--- src/rtl/buffer_m1_sequencer.sv ---
// Mode-1 streaming sequencer: per-bank read/write enables and addresses,
// one pass per start, writes trailing reads by PE_LAT cycles.
module buffer_m1_sequencer #(
    parameter int N_BUF    = 8,
    parameter int ADDR_RAM = 10,
    parameter int PE_LAT   = 4
) (
    input  logic                      clk,
    input  logic                      rst,
    input  logic                      start,
    input  logic                      stall,
    input  logic [ADDR_RAM-1:0]       cfg_rd_base,
    input  logic [ADDR_RAM-1:0]       cfg_wr_base,
    input  logic [ADDR_RAM:0]         cfg_len,
    input  logic [N_BUF-1:0]          cfg_bank_mask,
    input  logic                      cfg_skew_en,
    output logic [N_BUF-1:0]          m1_r_en,
    output logic [N_BUF*ADDR_RAM-1:0] m1_r_addr,
    output logic [N_BUF-1:0]          m1_w_en,
    output logic [N_BUF*ADDR_RAM-1:0] m1_w_addr,
    output logic                      busy,
    output logic                      done
);

    localparam int TW = ADDR_RAM + 2;

    typedef enum logic [1:0] {
        IDLE = 2'd0,
        RUN  = 2'd1,
        FIN  = 2'd2
    } state_t;

    state_t              state;
    state_t              state_nxt;
    logic [TW-1:0]       t;
    logic [TW-1:0]       t_last;
    logic [ADDR_RAM-1:0] lat_rd_base;
    logic [ADDR_RAM-1:0] lat_wr_base;
    logic [ADDR_RAM:0]   lat_len;
    logic [N_BUF-1:0]    lat_mask;
    logic                lat_skew;
    logic                run;
    logic                fire;

    // Last step index of the pass; only meaningful in RUN where len >= 1
    assign t_last = TW'(lat_len)
                  + (lat_skew ? TW'(N_BUF - 1) : '0)
                  + TW'(PE_LAT) - TW'(1);

    always_ff @(posedge clk or posedge rst) begin
        if (rst) begin
            state       <= IDLE;
            t           <= '0;
            lat_rd_base <= '0;
            lat_wr_base <= '0;
            lat_len     <= '0;
            lat_mask    <= '0;
            lat_skew    <= 1'b0;
        end else begin
            state <= state_nxt;
            if (state == IDLE && start) begin
                t           <= '0;
                lat_rd_base <= cfg_rd_base;
                lat_wr_base <= cfg_wr_base;
                lat_len     <= cfg_len;
                lat_mask    <= cfg_bank_mask;
                lat_skew    <= cfg_skew_en;
            end else if (run && !stall) begin
                t <= t + TW'(1);
            end
        end
    end

    always_comb begin
        state_nxt = state;
        unique case (state)
            IDLE: begin
                if (start)
                    state_nxt = (cfg_len == '0) ? FIN : RUN;
            end
            RUN: begin
                if (!stall && t == t_last)
                    state_nxt = FIN;
            end
            FIN:     state_nxt = IDLE;
            default: state_nxt = IDLE;
        endcase
    end

    always_comb begin
        run  = (state == RUN);
        busy = run;
        done = (state == FIN);
        fire = run & ~stall;
    end

    for (genvar i = 0; i < N_BUF; i++) begin : g_bank
        logic [TW-1:0] r_off;
        logic [TW-1:0] w_off;
        logic [TW-1:0] r_rel;
        logic [TW-1:0] w_rel;
        logic          r_ok;
        logic          w_ok;

        assign r_off = lat_skew ? TW'(i) : '0;
        assign w_off = r_off + TW'(PE_LAT);
        assign r_ok  = (t >= r_off);
        assign w_ok  = (t >= w_off);
        assign r_rel = t - r_off;
        assign w_rel = t - w_off;

        assign m1_r_en[i] = fire & lat_mask[i] & r_ok
                          & (r_rel < TW'(lat_len));
        assign m1_w_en[i] = fire & lat_mask[i] & w_ok
                          & (w_rel < TW'(lat_len));

        // Before a bank's window opens its address parks on the base
        assign m1_r_addr[i*ADDR_RAM +: ADDR_RAM] =
            lat_rd_base + (r_ok ? r_rel[ADDR_RAM-1:0] : '0);
        assign m1_w_addr[i*ADDR_RAM +: ADDR_RAM] =
            lat_wr_base + (w_ok ? w_rel[ADDR_RAM-1:0] : '0);
    end

endmodule

--- config.mk ---
export PLATFORM = sky130hd
export DESIGN_NAME = buffer_m1_sequencer
export DESIGN_NICKNAME = d
export VERILOG_FILES = /design/src/rtl/buffer_m1_sequencer.sv
export SDC_FILE = /design/constraint.sdc
export NUM_CORES = 1
export LEC_CHECK = 0
export CAP_MARGIN = 20
export CORE_MARGIN = 5
export CORE_UTILIZATION = 55
export CTS_CLUSTER_SIZE = 10
export DETAILED_ROUTE_END_ITERATION = 16
export PLACE_DENSITY_LB_ADDON = 0.2
export SYNTH_ARGS = -nofsm -noshare
export SYNTH_HDL_FRONTEND = slang
export SYNTH_SLANG_ARGS = --single-unit
--- constraint.sdc ---
create_clock -name clk -period 12.25 [get_ports clk]
set_clock_uncertainty 0.1 [all_clocks]
set_input_delay 1.225 -clock clk [delete_from_list [all_inputs] [get_ports clk]]
set_output_delay 1.225 -clock clk [all_outputs]
set_load 0.02 [all_outputs]
Word-level counts from Yosys, hierarchy flattened --
Index checks and enable logic that the tools add are counted.
Cells by class: bitwise logic cells 42, $add $sub $neg 42, reduce and logical (&&, ||, !) cells 8, equal/unequal tests 5, magnitude comparators 32, multiplexer cells 29
Operators by type and width (count):
- 12-bit by 11-bit less-than comparator with 1-bit output | 16
- 10-bit adder | 16
- 10-bit two-way mux | 16
- 12-bit by 4-bit >= comparator with 1-bit output | 7
- 12-bit by 4-bit subtractor with 12-bit output | 7
- 12-bit by 3-bit >= comparator with 1-bit output | 4
- 12-bit by 3-bit subtractor with 12-bit output | 4
- 1-bit bitwise AND | 41
- 12-bit by 2-bit >= comparator with 1-bit output | 2
- 12-bit two-way mux | 2
- 12-bit by 2-bit subtractor with 12-bit output | 2
- 3-bit by 3-bit adder with 4-bit output (second input constant) | 4
- 11-bit by 12-bit adder with 12-bit output | 1
- 12-bit by 1-bit adder with 12-bit output (second input constant) | 1
- 12-bit by 3-bit adder with 12-bit output (second input constant) | 1
- 12-bit equality test | 1
- 12-bit by 1-bit >= comparator with 1-bit output | 1
- 12-bit by 1-bit >= comparator with 1-bit output (second input constant) | 1
- 12-bit by 3-bit >= comparator with 1-bit output (second input constant) | 1
- 3-bit two-way mux | 4
- 12-bit by 1-bit subtractor with 12-bit output | 1
- 12-bit by 1-bit subtractor with 12-bit output (second input constant) | 1
- 12-bit by 3-bit subtractor with 12-bit output (second input constant) | 1
- 11-bit zero test | 1
- other kinds (15) | 22
Word-level totals: register bits after elaboration 54, word-level logic and storage cells 165

Logic depth before layout (Yosys ltp) --
Gate-level depths: netlist (run 1).
word-level depth 8, gate-level depth with buffers 18

Least setup slack after synthesis (run 1) --
OpenSTA, ideal clock, no wires.
path type register to output, start point reg t[2], end point out m1_w_addr[59], required time 10.925 ns, buffers on the path 2, stages on the path, launching flop included 17, path slack 6.725 ns, data arrival time 4.200 ns, cell sequence dfrtp_1 > buf_2 > inv_1 > ha_1 > buf_2 > and2_1 > a21o_1 > a211oi_2 > or2_2 > inv_1 > ha_1 > a21o_1 > a211oi_1 > nor2_1 > o41ai_1 > o21ai_0 > xnor2_1
On the way: longest elaborated chain between the ends 3, elaborated cells on any way between the ends 4, those cells by class add/sub (2); order compare (1); mux (1)
RTL lines:
- start, declared | line 35 | logic [TW-1:0] t;
- start signal, assigned | line 69 | t <= t + TW'(1);
- 12-bit by 4-bit subtractor with 12-bit output / 12-bit by 4-bit >= comparator with 1-bit output (equally long branches) | line 110, 108
- 10-bit two-way mux * | line 121 | lat_wr_base + (w_ok ? w_rel[ADDR_RAM-1:0] : '0);
- 10-bit adder * | line 121
- end, declared | line 20 | output logic [N_BUF*ADDR_RAM-1:0] m1_w_addr,
Every way passes the cells marked *; elsewhere a longest branch is shown, timed or not.

Worst setup path after layout (run 1) --
Ends and elaborated chain as after synthesis.

==> results of run 1 <==
-- flip-flops by register name (all words and copies together) (netlist names) --
register and cells:
lat_mask 8, lat_skew 1, t 12, lat_len 11
lat_wr_base 10, state 2, lat_rd_base 10
-- path summary, 6_finish.rpt --
check                            start        endpoint  slack [ps]  depth (start not counted)
max                               t[2]   m1_w_addr[59]        4940                         15
min                        lat_mask[0]     lat_mask[0]         420                          1
max reg2reg                   lat_skew        state[0]        8450                         11
min reg2reg                lat_mask[0]     lat_mask[0]         420                          1
max in group asynchronous          rst            t[9]       10220                          3
min in group asynchronous          rst  lat_rd_base[5]        1330                          3
-- logic make-up (layout without fill, tap and decap cells) --
family / after synthesis / count (layout) / synth area share (%)
compound gates: 430 / 430 / 18.0
xor+xnor: 271 / 271 / 15.6
fa+ha+maj: 338 / 338 / 28.9
buf+inv: 175 / 373 / 4.46
flops: 54 / 54 / 8.90
mux: 28 / 28 / 2.07
simple gates: 667 / 667 / 22.1
-- per-stage QoR --
step	instance area (sq um)	hold WS, ps	setup WS [ps]	std cells	utilization (%)
6_report	18000	415	4940	2533	66.5
3_5_place_dp	17900	402	5380	2525	65.9
4_1_cts	18000	418	5050	2533	66.5
5_1_grt	18000	436	4600	2533	66.5
2_1_floorplan	15200	381	6720	1963	-
3_3_place_gp	17900	391	5570	2525	65.9
-- routing by layer --
layer	routed length (um)	share of wire [%]	global-route usage [%]
met5	0	0	0
met4	2460	4.5	14.4
met3	4630	8.5	5.14
met2	25000	46	57.5
met1	22100	41	42.7
-- cells in the final DEF (no fill, tap or decap), drive strengths merged, types with 15 or more instances in the layout --
| cell | count |
|---|---|
| fa | 21 |
| inv | 112 |
| a21o | 48 |
| nand2 | 140 |
| xnor2 | 206 |
| buf | 30 |
| o21ai | 137 |
| a211oi | 22 |
| or2 | 22 |
| nor2b | 123 |
| a21oi | 111 |
| ha | 317 |
| dfrtp | 54 |
| nand3 | 26 |
| nand2b | 17 |
| a21boi | 22 |
| mux2 | 27 |
| clkdlybuf4s50 | 221 |
| nor2 | 189 |
| xor2 | 65 |
| nor3 | 62 |
| or3 | 17 |
| nor4 | 15 |
-- layout make-up --
| class | count | area [sq um] |
|---|---|---|
| clock buffers | 7 | 143 |
| well taps | 372 | 465 |
| fillers | 2386 | 9090 |
| multi-input cells | 1734 | 13200 |
| flip-flops and latches | 54 | 1350 |
| clock inverters | 1 | 5.00 |
| repair buffers | 251 | 2440 |
| inverters | 114 | 428 |
==> flow_summary_export.csv, run 1 <==
group,metric,value,unit
clock_network,cts-root-buf,"clkbuf_16",
global_routing,grt_pass1_vias,15700,
clock_network,cts_made_buffers,5,
logic_synthesis,synth_most_common_cell,"ha_1",
worst_setup_path,critPathKind,"register to output port",
logic_synthesis,ys_async_sr_fraction,100,%
drt,dr.pass1.iters,6,
finish,area_growth,18.6,%
worst_setup_path,cp_slowest_cell,"dfrtp_1",
timing,max_freq,137,MHz
clock_network,cts_setup_buffers,0,
floorplanning,coreArea,0.0271,sq mm
worst_setup_path,startpoint_type,"register",
logic_synthesis,synth.distinct_cells,72,
global_routing,grt_max_degree,69,
logic_synthesis,ys.flop_type,"dfrtp_1",
logic_synthesis,synth_area_leaders,"ha_1 (26%), xnor2_1 (12%), dfrtp_1 (8.9%)",
clock_network,cts_tree,"yes",
logic_synthesis,ys_ff_latch,54,
timing,tightest_slew,1170,ps
global_routing,grt_usage,33.8,%
logic_synthesis,synthCells,1963,
clock_network,holdBufCountCts,0,
floorplanning,die_y,176,um
logic_synthesis,synth_largest_area_cell,"ha_1",
timing,hold_viol_final,0,
timing,finalCritPeriodShare,59.6,%
timing,drv_slew,0,
worst_setup_path,crit_arrival,5980,ps
logic_synthesis,synth_nets,2345,
logic_synthesis,synth_top_area_share,26.1,%
status,outcome,"completed",
drt,drtAntennaViolNets,0,
run,maxCapViolCount,0,
worst_setup_path,cpLargestDelayFamily,"compound AO/OA/AOI/OAI gates",
timing,period_minus_slack,7310,ps
clock_network,cts_sinks,54,
logic_synthesis,synth_edf_count,0,
floorplanning,std_cell_rows,60,
worst_setup_path,cp_cell_sequence,"inv_1 > ha_1 > and2_1 > a21o_1 > a211oi_2 > or2_2 > inv_1 > ha_1 > a21o_1 > a211oi_1 > nor2_1 > o41ai_1 > o21ai_0 > xnor2_1 > clkdlybuf4s50_1",
worst_setup_path,end_kind,"output port",
placed_design,dpl.hpwl,43.3,mm
floorplanning,fp.dieW,176,um
drt,post_drt_wl_per_cell,21.4,um
global_routing,antenna_found_initial,0,
logic_synthesis,netlist_area,0.0152,sq mm
logic_synthesis,syn_avg_cell_area,7.74,sq um
min_path,hp-class,"register to register",
drt,avgViaCountPerCell,6.10,
drt,drt-total-wl,54.2,mm
finish,final_nets,2542,
worst_setup_path,max_stage_delay,800,ps
clock_network,ctsLongestPathBuffers,2,
finish,drive_above_1_share,4.95,%
logic_synthesis,yosysWarnings,0,
floorplanning,die_area,0.0310,sq mm
drt,drt_iter0_markers,1141,
logic_synthesis,synth_common_cells,"ha_1 (317), xnor2_1 (206), nor2_1 (189)",
worst_setup_path,cp.buffers_inverters,3,
global_routing,grt-ovfl-total,0,
timing,finalSetupViolCount,0,
floorplanning,ios,222,
timing,slew_headroom,21.2,%
clock_network,cts_resized,0,
worst_setup_path,cp.required,10930,ps
clock_network,h-tree-depth,2,
floorplanning,start_util,56.0,%
placed_design,io_buffers,221,
timing,rsz0062_at_grt,"no",
drt,drcViolationCount,0,
global_routing,grt_first_pass_wirelength,84.0,mm
drt,vias,15500,
placed_design,gp_congestion,1.01,
worst_setup_path,critPathMaxFanout,20,
clock_network,clk_pin_slew,70,ps
timing,tns,0,ps
logic_synthesis,yosysSeqAreaShare,8.90,%
finish,num_antenna_cells,0,
clock_network,clock_latency,300,ps
Power of run 1 is left out: the tool's default activity adds up to more than one toggle a clock period on the data nets, which glitch-free logic cannot reach.
==> inputs of run 2 (changes only) <==
CORE_UTILIZATION = 52   (was 55)
clock period = 6.38 ns   (was 12.25 ns; I/O delays follow)
==> flow_summary_export.csv, run 2 (same netlist as run 1, synthesis figures left out) <==
group,metric,value,unit
status,outcome,"completed",
worst_setup_path,ff2ff_path_depth,11,
drt,post_drt_wl_per_cell,21.4,um
floorplanning,fp.dieW,181,um
run,maxCapViolCount,0,
clock_network,cts_made_buffers,5,
clock_network,cts_tree,"yes",
timing,finalCritPeriodShare,92.2,%
floorplanning,std_cell_rows,62,
floorplanning,ios,222,
drt,drtAntennaViolNets,0,
floorplanning,die_y,181,um
finish,drive_above_1_share,6.17,%
placed_design,dpl.hpwl,44.6,mm
worst_setup_path,crit_arrival,5140,ps
worst_setup_path,worstReg2RegEnd,"state[0]",
worst_setup_path,critPathMaxFanout,15,
worst_setup_path,regToRegSetupSlack,2910,ps
global_routing,grt-ovfl-total,0,
global_routing,grt_max_degree,69,
clock_network,clock_latency,310,ps
clock_network,cts_setup_buffers,0,
finish,final_common_cell,"ha_1",
finish,fin_cells,2573,
floorplanning,coreArea,0.0288,sq mm
clock_network,ctsLongestPathBuffers,2,
placed_design,gp_congestion,1.06,
placed_design,dp.cells,2565,
finish,num_antenna_cells,0,
global_routing,grt_usage,32.3,%
drt,drcViolationCount,0,
timing,hold_viol_final,0,
timing,max_freq,170,MHz
drt,drt_iter0_markers,1307,
finish,layout_common_cells,"ha_1 (317), clkdlybuf4s50_1 (221), xnor2_1 (206)",
worst_setup_path,end_kind,"output port",
timing,tightest_slew,1110,ps
finish,area_growth,20.3,%
finish,final_nets,2570,
worst_setup_path,cp.required,5640,ps
global_routing,grt_first_pass_wirelength,85.7,mm
placed_design,io_buffers,221,
global_routing,antenna_found_initial,0,
finish,largest_register,"t",
clock_network,cts_sinks,54,
clock_network,cts-root-buf,"clkbuf_16",
timing,period_minus_slack,5880,ps
timing,slew_headroom,25.9,%
drt,vias,15700,
global_routing,grt_pass1_vias,15800,
clock_network,clk_pin_slew,80,ps
timing,rsz0062_at_grt,"no",
timing,drv_slew,0,
floorplanning,die_area,0.0327,sq mm
min_path,hp-class,"register to register",
finish,largest_reg_flops,12,
drt,dr.pass1.iters,5,
min_path,worstHoldStart,"lat_mask[5]",
floorplanning,start_util,52.8,%
worst_setup_path,startpoint_type,"register",
clock_network,h-tree-depth,2,
worst_setup_path,critPathKind,"register to output port",
timing,finalSetupViolCount,0,
worst_setup_path,timing.rr.start,"lat_skew",
timing,tns,0,ps
finish,postLayoutCoreUtil,63.5,%
min_path,whs_endpoint,"lat_mask[5]",
finish,reg.largest.list,"t (12), lat_len (11)",
drt,avgViaCountPerCell,6.09,
min_path,holdPathStages,1,
drt,drt-total-wl,55.1,mm
run 2: through the flow:
step	hold slack [ps]	area, sq um	worst slack, ps
after floorplan	381	15200	1440
after global placement	394	18100	879
after detailed placement	396	18100	721
after CTS	414	18300	387
after global routing	430	18300	105
final	415	18300	501
run 2: worst max path at each step:
stage | from | to | slack, ps
4_1_cts | t[0] | m1_w_addr[78] | 390
3_5_place_dp | t[0] | m1_w_addr[78] | 720
3_3_place_gp | lat_skew | m1_w_addr[78] | 880
6_report | lat_skew | m1_r_addr[59] | 500
2_1_floorplan | t[2] | m1_w_addr[59] | 1440
5_1_grt | lat_skew | m1_w_addr[59] | 110
run 2: repair_timing:
action	in CTS	in global routing
resized for setup	0	2
hold buffers	0	0
endpoints found under the setup margin	0	3
run 2: cell type report:
class / count / area (sq um)
inverters: 114 / 428
well taps: 384 / 480
multi-input cells: 1734 / 13200
flip-flops and latches: 54 / 1350
repair buffers: 279 / 2650
clock buffers: 6 / 129
clock inverters: 2 / 37.5
fillers: 2612 / 10500
run 2: metal layers:
layer  global-route usage, %  share of wire (%)
met3                    3.98                8.0
met5                       0                  0
met2                    54.9                 46
met1                    41.4                 41
met4                    13.1                4.5
run 2: worst max-delay path, cell delays in order, from the launching register on:
cell and delay [ps]:
dfrtp_1 390, inv_1 320, ha_1 570, o21ai_0 430
a2111oi_4 750, nand2b_1 240, inv_1 60, ha_1 270
a21o_1 190, a211oi_1 290, o21ai_0 140, o311ai_0 160
o21ai_0 210, xnor2_1 180, clkdlybuf4s50_1 620
Power of run 2 is left out for the same reason.
==> inputs of run 3 (changes only) <==
CORE_UTILIZATION = 55   (was 52)
clock period = 7 ns   (was 6.38 ns; I/O delays follow)
==> flow_summary_export.csv, run 3 (same netlist as run 1, synthesis figures left out) <==
group,metric,value,unit
status,outcome,"completed",
timing,rsz0062_at_grt,"no",
finish,largest_reg_flops,12,
drt,dr.pass1.iters,6,
worst_setup_path,worstReg2RegEnd,"state[0]",
min_path,hp-class,"register to register",
clock_network,cts_made_buffers,5,
placed_design,io_buffers,221,
global_routing,grt_usage,33.3,%
drt,drcViolationCount,0,
min_path,holdPathStages,1,
clock_network,cts-root-buf,"clkbuf_16",
timing,tns,0,ps
global_routing,antenna_found_initial,1,
worst_setup_path,crit_arrival,5850,ps
timing,max_freq,150,MHz
timing,finalCritPeriodShare,95.0,%
placed_design,gp_congestion,1.04,
timing,drv_slew,0,
worst_setup_path,cp_cell_sequence,"inv_1 > ha_1 > buf_4 > nor2_1 > nor3_1 > o311a_1 > or2_2 > inv_1 > ha_1 > a21o_1 > a211oi_1 > o21ai_0 > o311ai_0 > o21ai_0 > xnor2_1 > clkdlybuf4s50_1",
clock_network,cts_sinks,54,
placed_design,dp.cells,2539,
finish,area_growth,19.4,%
floorplanning,ios,222,
drt,post_drt_wl_per_cell,21.1,um
finish,nFillCells,2417,
timing,tightest_slew,1130,ps
finish,final_common_cell,"ha_1",
min_path,whs_endpoint,"lat_mask[0]",
worst_setup_path,cp.buffers_inverters,4,
timing,hold_viol_final,0,
clock_network,h-tree-depth,2,
worst_setup_path,ff2ff_path_depth,11,
drt,drt_iter0_markers,1479,
floorplanning,die_y,176,um
worst_setup_path,max_stage_delay,800,ps
worst_setup_path,cpLargestDelayFamily,"compound AO/OA/AOI/OAI gates",
finish,largest_register,"t",
global_routing,grt-ovfl-total,0,
drt,vias,15700,
timing,finalSetupViolCount,0,
worst_setup_path,timing.rr.start,"lat_skew",
worst_setup_path,cp_slowest_cell,"dfrtp_1",
finish,postLayoutCoreUtil,66.9,%
drt,drtAntennaViolNets,0,
finish,reg.largest.list,"t (12), lat_len (11)",
min_path,worstHoldStart,"lat_mask[0]",
worst_setup_path,critPathKind,"register to output port",
finish,fin_cells,2547,
global_routing,grt_first_pass_wirelength,83.2,mm
clock_network,holdBufCountCts,0,
finish,final_nets,2556,
clock_network,cts_setup_buffers,0,
drt,drt-total-wl,53.8,mm
worst_setup_path,critPathMaxFanout,16,
run,maxCapViolCount,0,
floorplanning,fp.dieW,176,um
global_routing,grt_pass1_vias,15600,
clock_network,cts_tree,"yes",
drt,avgViaCountPerCell,6.15,
timing,period_minus_slack,6650,ps
floorplanning,std_cell_rows,60,
placed_design,dpl.hpwl,43.1,mm
floorplanning,coreArea,0.0271,sq mm
clock_network,ctsLongestPathBuffers,2,
clock_network,cts_resized,0,
finish,num_antenna_cells,0,
worst_setup_path,startpoint_type,"register",
floorplanning,die_area,0.0310,sq mm
global_routing,grt_max_degree,69,
clock_network,clk_pin_slew,70,ps
floorplanning,start_util,56.0,%
timing,slew_headroom,24.3,%
finish,layout_common_cells,"ha_1 (317), clkdlybuf4s50_1 (221), xnor2_1 (206)",
worst_setup_path,end_kind,"output port",
worst_setup_path,cp.required,6200,ps
clock_network,clock_latency,290,ps
worst_setup_path,regToRegSetupSlack,3280,ps
finish,drive_above_1_share,5.52,%
run 3: cell count changes in the layout (fill, tap and decap cells not counted):
cell	previous run	this run
a211oi_2	1	2
a211oi_4	1	0
buf_4	58	44
dfrtp_1	54	53
dfrtp_2	0	1
nor3b_1	4	5
nor3b_2	2	1
nor4_1	11	12
nor4_2	1	0
run 3: routing by layer:
metal  vias to the layer above  track usage (%)  part of all wire (%)
met4                         0             13.2                   4.0
li1                       7330                -                     -
met2                       796             56.3                    47
met5                         -                0                     0
met3                       161             4.54                   8.9
met1                      7377             43.1                    41
run 3: cell type report:
type	instances	area [sq um]	share of cell area (%)
Clock buffer	6	129	0.711
Inverter	114	428	2.36
Clock inverter	2	37.5	0.207
Multi-Input combinational cell	1734	13200	72.7
Sequential cell	54	1350	7.46
Tap cell	372	465	2.57
Timing Repair Buffer	265	2540	14.0
run 3: worst max path at each step:
stage               start            end  slack (ps)  depth (start not counted)
global route         t[2]  m1_r_addr[69]          40                         16
floorplan            t[2]  m1_w_addr[59]        2000                         16
detailed placement   t[2]  m1_r_addr[69]         780                         16
CTS                  t[2]  m1_r_addr[69]         450                         16
global placement     t[2]  m1_r_addr[69]        1130                         16
finish               t[2]  m1_r_addr[69]         350                         16
run 3: metrics by stage:
step                hold WS, ps  worst slack, ps  cell area (sq um)
global placement            393             1130              18000
global route                436             43.2              18100
floorplan                   381             2000              15200
CTS                         414              446              18100
detailed placement          397              783              18000
finish                      410              350              18100
Power of run 3 is left out for the same reason.
